**config.mk**
```make
export PLATFORM = sky130hd
export DESIGN_NAME = sound_event_scheduler
export DESIGN_NICKNAME = d
export VERILOG_FILES = /design/src/rtl/sound_pkg.sv /design/src/rtl/sound_timer.sv /design/src/rtl/sound_event_scheduler.sv
export SDC_FILE = /design/constraint.sdc
export NUM_CORES = 1
export LEC_CHECK = 0
export ABC_CLOCK_PERIOD_IN_PS = 4800
export CAP_MARGIN = 40
export CORE_MARGIN = 5
export CORE_UTILIZATION = 41
export CTS_BUF_LIST = sky130_fd_sc_hd__clkbuf_16
export DETAILED_ROUTE_END_ITERATION = 16
export PLACE_DENSITY_LB_ADDON = 0.08
export SETUP_SLACK_MARGIN = 0.05
export SLEW_MARGIN = 15
export SYNTH_ARGS = -nofsm -noshare
export SYNTH_HDL_FRONTEND = slang
export SYNTH_SLANG_ARGS = --single-unit
```
**constraint.sdc**
```tcl
create_clock -name clk -period 4.8 [get_ports clk]
set_clock_uncertainty 0.15 [all_clocks]
set_input_delay 0.96 -clock clk [delete_from_list [all_inputs] [get_ports clk]]
set_output_delay 0.96 -clock clk [all_outputs]
set_load 0.05 [all_outputs]
```
**src/rtl/sound_pkg.sv**
```systemverilog
// Purpose: shared tone codes, scheduler state encoding and event-priority helpers.
// Latency: n/a (package only).
// Backpressure: n/a. Reused by sound_event_scheduler and sound_controller.
package sound_pkg;

  // Tone codes understood by the existing frequency generators.
  localparam logic [1:0] TONE_WALL   = 2'b00;  // 440 Hz
  localparam logic [1:0] TONE_PADDLE = 2'b01;  // 330 Hz
  localparam logic [1:0] TONE_GOAL   = 2'b10;  // 220 Hz
  localparam logic [1:0] TONE_BRICK  = 2'b11;  // 550 Hz

  // Scheduler states.
  localparam logic [1:0] ST_IDLE = 2'b00;
  localparam logic [1:0] ST_PLAY = 2'b01;
  localparam logic [1:0] ST_GAP  = 2'b10;

  // Event vectors are ordered {goal, brick, paddle, wall}; bit 3 has top priority.
  function automatic logic [3:0] highest_event(input logic [3:0] ev);
    logic [3:0] r;
    r = '0;
    if (ev[3])      r = 4'b1000;
    else if (ev[2]) r = 4'b0100;
    else if (ev[1]) r = 4'b0010;
    else if (ev[0]) r = 4'b0001;
    return r;
  endfunction

  function automatic logic [1:0] event_code(input logic [3:0] onehot);
    logic [1:0] c;
    c = TONE_WALL;
    if (onehot[3])      c = TONE_GOAL;
    else if (onehot[2]) c = TONE_BRICK;
    else if (onehot[1]) c = TONE_PADDLE;
    return c;
  endfunction

endpackage

```
**src/rtl/sound_timer.sv**
```systemverilog
// Purpose: down-counting phase timer; tc is high while the count sits at zero.
// Latency: load takes effect at the next edge; tc is combinational from the count.
// Backpressure: none. Ports: clk, reset (sync, active-low), load/load_value, enable, tc.
module sound_timer #(
  parameter int WIDTH = 8
) (
  input  logic             clk,
  input  logic             reset,
  input  logic             load,
  input  logic [WIDTH-1:0] load_value,
  input  logic             enable,
  output logic             tc
);

  logic [WIDTH-1:0] count;

  // Load wins over counting; the count parks at zero rather than wrapping.
  always_ff @(posedge clk) begin
    if (!reset) begin
      count <= '0;
    end else if (load) begin
      count <= load_value;
    end else if (enable && (count != '0)) begin
      count <= count - WIDTH'(1);
    end
  end

  assign tc = (count == '0);

endmodule

```
**src/rtl/sound_event_scheduler.sv**
```systemverilog
// Purpose: queues game sound events by fixed priority and sequences tone/gap phases.
// Latency: 1 cycle from request to tone_en when idle; goal preempts a playing non-goal tone.
// Backpressure: none; repeated requests merge into one pending bit, mute flushes everything.
// Ports: clk, reset (sync, active-low); goal/brick/paddle/wall request pulses; mute level;
//        tone_en, tone_sel, busy, pending registered; done is a last-PLAY-cycle pulse.
module sound_event_scheduler
  import sound_pkg::*;
#(
  parameter int TONE_CYCLES = 50_000_000,
  parameter int GAP_CYCLES  = 2_500_000
) (
  input  logic       clk,
  input  logic       reset,
  input  logic       goal,
  input  logic       brick,
  input  logic       paddle,
  input  logic       wall,
  input  logic       mute,
  output logic       tone_en,
  output logic [1:0] tone_sel,
  output logic       busy,
  output logic [3:0] pending,
  output logic       done
);

  localparam int MAX_CYC = (TONE_CYCLES > GAP_CYCLES) ? TONE_CYCLES : GAP_CYCLES;
  localparam int CNT_W   = (MAX_CYC > 1) ? $clog2(MAX_CYC) : 1;
  localparam logic [CNT_W-1:0] TONE_LOAD = CNT_W'(TONE_CYCLES - 1);
  localparam logic [CNT_W-1:0] GAP_LOAD  = CNT_W'(GAP_CYCLES - 1);

  logic [1:0]       state, state_nxt;
  logic [1:0]       sel_nxt;
  logic [3:0]       pend_nxt;
  logic [3:0]       req, cand, win;
  logic             load;
  logic [CNT_W-1:0] load_val;
  logic             tc;

  assign req  = {goal, brick, paddle, wall};
  assign cand = pending | req;
  assign win  = highest_event(cand);

  always_comb begin
    state_nxt = state;
    sel_nxt   = tone_sel;
    pend_nxt  = pending | req;
    load      = 1'b0;
    load_val  = '0;
    case (state)
      ST_IDLE: begin
        if (cand != 4'b0000) begin
          state_nxt = ST_PLAY;
          sel_nxt   = event_code(win);
          pend_nxt  = cand & ~win;
          load      = 1'b1;
          load_val  = TONE_LOAD;
        end
      end
      ST_PLAY: begin
        // A goal arriving on the final PLAY edge lets the tone finish (done
        // already shown) and is queued instead; otherwise it restarts as goal.
        if (tc) begin
          state_nxt = ST_GAP;
          load      = 1'b1;
          load_val  = GAP_LOAD;
        end else if (goal && (tone_sel != TONE_GOAL)) begin
          sel_nxt   = TONE_GOAL;
          pend_nxt  = pending | {1'b0, req[2:0]};
          load      = 1'b1;
          load_val  = TONE_LOAD;
        end
      end
      ST_GAP: begin
        if (tc) state_nxt = ST_IDLE;
      end
      default: state_nxt = ST_IDLE;
    endcase
    if (mute) begin
      state_nxt = ST_IDLE;
      pend_nxt  = 4'b0000;
      load      = 1'b1;
      load_val  = '0;
    end
  end

  always_ff @(posedge clk) begin
    if (!reset) begin
      state    <= ST_IDLE;
      tone_sel <= TONE_WALL;
      pending  <= 4'b0000;
      tone_en  <= 1'b0;
      busy     <= 1'b0;
    end else begin
      state    <= state_nxt;
      tone_sel <= sel_nxt;
      pending  <= pend_nxt;
      tone_en  <= (state_nxt == ST_PLAY);
      busy     <= (state_nxt != ST_IDLE);
    end
  end

  sound_timer #(.WIDTH(CNT_W)) u_timer (
    .clk        (clk),
    .reset      (reset),
    .load       (load),
    .load_value (load_val),
    .enable     (state != ST_IDLE),
    .tc         (tc)
  );

  assign done = (state == ST_PLAY) && tc;

endmodule

```
**Word level (Yosys, flattened, before mapping)**

Index checks and enable logic that the tools add are counted.

- Equal/unequal tests: 7
- Magnitude comparators: 0
- Shift operators: 0
- Div/mod/pow operators: 0
- Bitwise logic cells: 5
- Multiply operators: 0
- Add/sub/neg operators: 1
- Muxes and demuxes: 32
- Reduce and logical (&&, ||, !) cells: 13

Operators by type and width:

| operator | number |
|---|---|
| two-way mux 26 bit | 6 |
| one-hot mux 26 bit (2 select lines) | 1 |
| logical NOT 26 bit | 1 |
| nonzero test 26 bit | 1 |
| subtractor 26 x 1 -> 26 bit, second input constant | 1 |
| two-way mux 2 bit | 10 |
| two-way mux 4 bit | 4 |
| != test 2 bit, second input constant | 4 |
| one-hot mux 4 bit (2 select lines) | 1 |
| nonzero test 2 bit | 4 |
| two-way mux 1 bit | 6 |
| one-hot mux 2 bit (3 select lines) | 1 |
| AND 4 bit | 1 |
| equality test 2 x 1 -> 1 bit, second input constant | 2 |
| inverter 4 bit | 1 |
| bitwise OR 4 x 3 -> 4 bit | 1 |
| bitwise OR 4 bit | 1 |
| one-hot mux 2 bit (2 select lines) | 1 |
| AND reduction 4 bit | 1 |
| nonzero test 4 bit | 1 |
| logical AND 1 bit | 3 |
| two-way mux 3 bit | 1 |
| equality test 2 bit, second input constant | 1 |
| logical NOT 2 bit | 1 |
| 3 further kinds | 3 |

- Word-level logic and storage cells: 64
- Memories: 0
- Bits in latches: 0
- Flip-flop bits (word level): 36
- ROM bits: 0
- Output and inout bits: 9
- Bits in writable memories: 0

**Logic depth before layout (Yosys ltp)**

Gate-level depths: netlist of the first run.

- Depth in word-level cells: 10
- Mapped depth: 9
- Depth with buffers taken out: 8

**Modules after synthesis**

Synthesis of the first run repeated with hierarchy kept, for this count alone.

- Cells, all modules: 245
- Area, all modules: 2,005.7 um^2

Modules (own cells, without submodules):

| module | area an instance (um^2) | sequential area each (um^2) | instances | cells an instance |
|---|---|---|---|---|
| sound_timer | 1,531.5 | 520.5 | 1 | 192 |
| sound_event_scheduler | 474.2 | 200.2 | 1 | 53 |

**Least setup slack after synthesis of the first run**

Ideal clock, no wire load.

- Path type: reg-to-output
- Start: register u_timer.count[0]
- End: output done
- Path slack: 1.863 ns
- Stages on the path, launching flop included: 7
- Arrival: 1.827 ns
- Required time: 3.690 ns
- Buffers on the path: 0
- Path through: dfxtp_1 inv_1 ha_1 or3b_2 nor4_1 nand3_1 inv_1

- Cells in the longest elaborated chain, start to end: 2

Ends and longest elaborated chain:

| what | RTL line | text |
|---|---|---|
| start: declaration | sound_timer.sv:15 | `logic [WIDTH-1:0] count;` |
| start signal: assignment | sound_timer.sv:22 | `count <= load_value;` |
| start signal: assignment | sound_timer.sv:24 | `count <= count - WIDTH'(1);` |
| logical NOT 26 bit | sound_timer.sv:28 | `assign tc = (count == '0);` |
| logical AND 1 bit | sound_event_scheduler.sv:111 | `assign done = (state == ST_PLAY) && tc;` |
| end: declaration | sound_event_scheduler.sv:23 | `output logic done` |

Every way passes these cells.

**Worst setup path in the final report of the first run**

Same ends and word-level chain as after synthesis.

==> results of run 1 <==
==> where the power goes <==
part / internal [mW] / total (mW) / switching, mW
sequential: 0.314 / 0.330 / 0.0159
combinational: 0.0557 / 0.148 / 0.0925
clock: 0.187 / 0.305 / 0.118
total: 0.557 / 0.783 / 0.227
==> layout make-up <==
type	count	area (sq um)	area share (%)
clock inverters	3	11.3	0.511
flip-flops and latches	36	721	32.7
repair buffers	16	158	7.16
clock buffers	5	125	5.68
multi-input cells	177	1100	49.8
well taps	52	65.1	2.95
inverters	7	26.3	1.19
==> cells in the final DEF, fill, tap and decap left out, types with 3 or more instances in the layout <==
cell	count
nand3_1	7
and2_1	3
nor4_1	17
nor2_1	19
a31oi_1	4
xor2_1	3
o21a_1	4
a41oi_1	3
xnor2_1	10
o21ai_0	9
clkbuf_16	5
inv_1	9
nand2_1	15
and3_1	3
nor3_1	16
a21boi_0	5
or3_1	6
clkdlybuf4s50_1	15
a21oi_1	22
dfxtp_1	36
==> critical path, stage by stage, from the launching register on <==
cell             delay, ns
dfxtp_1               0.33
inv_1                 0.06
ha_1                  0.17
or3b_2                0.48
nor4_1                0.28
nand3_1               0.25
inv_1                 0.15
clkdlybuf4s50_1       0.82
==> layer usage <==
metal	GRT usage, %	share of wire, %	vias to the layer above
li1	-	-	886
met1	23.1	47	825
met3	4.75	6.8	12
met4	6.53	1.6	0
met5	0	0	-
met2	27.5	45	61
==> worst max path at each step <==
stage                     start  slack (ns)  cells past startpoint   end
3_5_place_dp   u_timer.count[0]        1.16                      7  done
4_1_cts        u_timer.count[0]        0.85                      7  done
6_report       u_timer.count[0]        0.87                      7  done
2_1_floorplan  u_timer.count[0]        1.86                      6  done
3_3_place_gp   u_timer.count[0]        1.20                      7  done
5_1_grt        u_timer.count[0]        0.67                      7  done
==> through the flow <==
stage | utilization, % | worst slack [ns] | cells | total power [mW]
finish | 49.9 | 0.866 | 296 | 0.783
global route | 49.9 | 0.671 | 296 | 0.821
CTS | 49.9 | 0.854 | 296 | 0.789
detailed placement | 46.8 | 1.16 | 288 | 0.483
global placement | 46.6 | 1.20 | 287 | 0.482
floorplan | - | 1.86 | 227 | 0.442
==> registers in the layout (all words and copies together) (netlist names) <==
signal         count
u_timer.count     26
tone_en            1
pending            4
state              2
tone_sel           2
busy               1
==> logic make-up (layout without fill, tap and decap cells) <==
logic type,count (synthesis),in the layout,synth area share [%]
xor gates and xnor gates,13,13,6.06
buffers and inverters,14,31,3.26
and+or+nand+nor,105,105,31.2
adders and majority gates,1,1,0.666
DFF,36,36,38.4
AOI/OAI and AO/OA,58,58,20.4
==> qor.csv, run 1 <==
metric,value,unit
gp_congestion,0.791,
grt_max_degree,19,
drc,0,
cts_resized,0,
grt.total_usage,17.6,%
wl_per_cell,16.8,microns
num_rows,24,
hold_end,tone_sel[0],
antenna_found_initial,0,
vdd_drop_max,0.000163,V
drive_above_1_share,5.74,%
io_buffer_count,15,
core,4410,sq um
synthesis.area,1880,sq um
placed_area,2070,sq um
yosysMostFrequentCell,dfxtp_1,
drt-pass1-iter-count,4,
clkTransAtPathRegs,0.05,ns
ys_seq_elements,36,
worstReg2RegStart,u_timer.count[0],
post-route-period-util,82.0,%
design.portCount,16,
hp-start,tone_sel[0],
die_w,77.7,microns
nets,251,
fmax,254,MHz
cp-start-kind,flop,
wl,4980,microns
crit_fanout,8,
vias,1784,
setup_violations,0,
holdWs,0.357,ns
synth_top_area_share,38.4,%
synth.avg_cell_area,8.27,sq um
fin_setup_tns,0,ns
cts_setup_buffers,0,
relSlewSlack,43.1,%
synth_cells,227,
die_h,77.7,microns
ys_types,47,
yosys.area.top_type,dfxtp_1,
worst_slew_pin_slew,0.849,ns
worst_ep_arrival_time,2.82,ns
ys_warn_count,0,
area_growth,17.3,%
min_path_type,reg2reg,
whs_path_depth,2,
worstSkewPairLatency,0.28,ns
final_cell_area,2200,sq um
ys_top_cells_by_area,"dfxtp_1 38%, a21oi_1 5.9%, nor4_1 5.7%, xnor2_1 4.7%, nor3_1 4.3%",
max_cap_viol_count,0,
synth-edff-count,0,
ys_seq_area_share,38.4,%
dp_hpwl,3500,microns
cp.required,3.69,ns
htreeDepth,2,
worst_setup_path_end_kind,output pin,
layout_min_cycle_time,3.93,ns
cts_buffers,5,
cts_tree,yes,
drv_slew,0,
hold_viol_final,0,
grt_pass1_wl,8510,microns
dieArea,6030,sq um
synth_fp_nets,235,
crit_type,reg2out,
leakage,0.785,nW
fillers,456,
synthFlopType,dfxtp_1,
viasPerCell,6.03,
r2r_cells,8,
cts_hold_buf,0,
cts_root_buf,clkbuf_16,
rsz0062_at_grt,no,
postRouteAntennaNets,0,
antenna_cells,0,
clock_sinks,36,
powerDensity,356,nW/um^2
drt-initial-drc-count,196,
cts.path.max_buffers,2,
synth_common_cells,"36 x dfxtp_1, 22 x a21oi_1, 19 x nor2_1",
grt_pass1_vias,1694,
grt_overflow,0,
worst_r2r_endpoint,u_timer.count[6],
start_util,42.5,%
outcome,"finished, final reports clean",
regToRegSetupSlack,2.16,ns
synthArstFlopShare,0,%
Note: power is estimated with default switching activity, not from simulation.
==> run 2, diff against run 1 <==
Settings changed: ABC_CLOCK_PERIOD_IN_PS 4800 to 3500.
Clock period 4.8 ns to 3.5 ns, I/O delays scaled along.
==> run 2 against run 1 <==
Combinational power increased by 41%; cell count increased by 2.4%; critical path depth unchanged; sequential power increased by 38%; critical endpoint unchanged; largest power group is now clock; highest routed layer unchanged.
==> qor.csv, run 2 (synthesis results as in run 1) <==
metric,value,unit
outcome,"finished, final reports clean",
layout_min_cycle_time,3.08,ns
postRouteAntennaNets,0,
drc,0,
top_register,u_timer.count,
viasPerCell,5.89,
worst_setup_path_end_kind,output pin,
num_rows,24,
fmax,324,MHz
final_common_cell,dfxtp_1,
final-seq-area,721,sq um
fin_setup_tns,0,ns
drive_above_1_share,9.56,%
cts_hold_buf,0,
dp_hpwl,3720,microns
crit_fanout,4,
drt-pass1-iter-count,4,
nets,258,
area_growth,21.4,%
io_buffer_count,15,
dieArea,6030,sq um
leakage,0.833,nW
relSlewSlack,54.8,%
grt_pass1_wl,8380,microns
cp.required,2.65,ns
worst_ep_arrival_time,2.23,ns
cts_resized,0,
gp_congestion,0.847,
fillers,436,
worstSkewPairLatency,0.28,ns
rsz0062_at_grt,no,
grt_overflow,0,
holdWs,0.345,ns
clock_sinks,36,
grt_pass1_vias,1701,
mostFrequentLayoutCells,"36 x dfxtp_1, 22 x a21oi_1, 19 x nor2_1",
cp-start-kind,flop,
cts_buffers,5,
core,4410,sq um
start_util,42.5,%
vias,1785,
reg_top3,"u_timer.count: 26 flops, pending: 4 flops",
die_w,77.7,microns
crit_type,reg2out,
cts_setup_buffers,0,
antenna_cells,0,
wl,5050,microns
hold_viol_final,0,
cts.path.max_buffers,2,
clkTransAtPathRegs,0.06,ns
antenna_found_initial,0,
cts_tree,yes,
max_cap_viol_count,0,
largest_reg_flops,26,
drt-initial-drc-count,121,
worst_slew_pin_slew,0.671,ns
setup_violations,0,
min_path_type,reg2reg,
htreeDepth,2,
powerDensity,512,nW/um^2
vdd_drop_max,0.000419,V
grt_max_degree,13,
cts_root_buf,clkbuf_16,
multi_input_area,1100,sq um
wl_per_cell,16.7,microns
grt.total_usage,17.2,%
die_h,77.7,microns
design.portCount,16,
post-route-period-util,88.1,%
drv_slew,0,
[run 2: cell types whose count changed in the layout (fill, tap and decap cells not counted), sizes merged]
cell,before,now
buf,1,9
bufinv,0,1
clkdlybuf4s50,15,14
inv,9,8
[run 2: cell type report]
type,count,area share (%)
tap,52,2.85
inverter,7,1.15
multi-input combinational,177,48.1
sequential,36,31.6
clock inverter,3,1.70
clock buffer,5,5.49
timing repair buffer,23,9.11
[run 2: path summary, 6_finish.rpt]
kind,start,endpoint,slack [ns],cells after the start
setup reg to reg,u_timer.count[0],u_timer.count[20],0.85,9
setup / recovery,u_timer.count[0],done,0.42,7
hold / removal,tone_sel[0],tone_sel[0],0.34,2
hold reg to reg,tone_sel[0],tone_sel[0],0.34,2
[run 2: stage by stage]
| step | cell area, sq um | worst slack [ns] | instances | util (%) | power, mW |
|---|---|---|---|---|---|
| finish | 2280 | 0.416 | 303 | 51.6 | 1.17 |
| global route | 2280 | 0.339 | 303 | 51.6 | 1.21 |
| CTS | 2280 | 0.415 | 303 | 51.6 | 1.17 |
| detailed placement | 2120 | 0.640 | 295 | 47.9 | 0.669 |
| global placement | 2110 | 0.636 | 294 | 47.8 | 0.669 |
| floorplan | 1880 | 0.823 | 227 | - | 0.606 |
[run 2: critical path: stages, from the launching register on]
cell     delay, ns
dfxtp_1       0.34
inv_1         0.07
ha_1          0.17
or3b_2        0.47
nor4_1        0.40
nand3_1       0.14
inv_1         0.14
buf_4         0.22
[run 2: routing by layer]
metal | routed length, microns | global-route usage [%]
met2 | 2290 | 26.1
met5 | 0 | 0
met1 | 2350 | 23.5
met3 | 326 | 4.28
met4 | 76 | 6.53
[run 2: report_power, final]
part,internal (mW),switching [mW]
clock network,0.332,0.172
logic,0.0820,0.126
registers,0.431,0.0229
total,0.845,0.321
==> run 3, diff against run 2 <==
Settings changed: ABC_CLOCK_PERIOD_IN_PS 3500 to not set.
==> results of run 3 <==
Same layout as run 2: the final DEF is identical, and so are final timing and power.
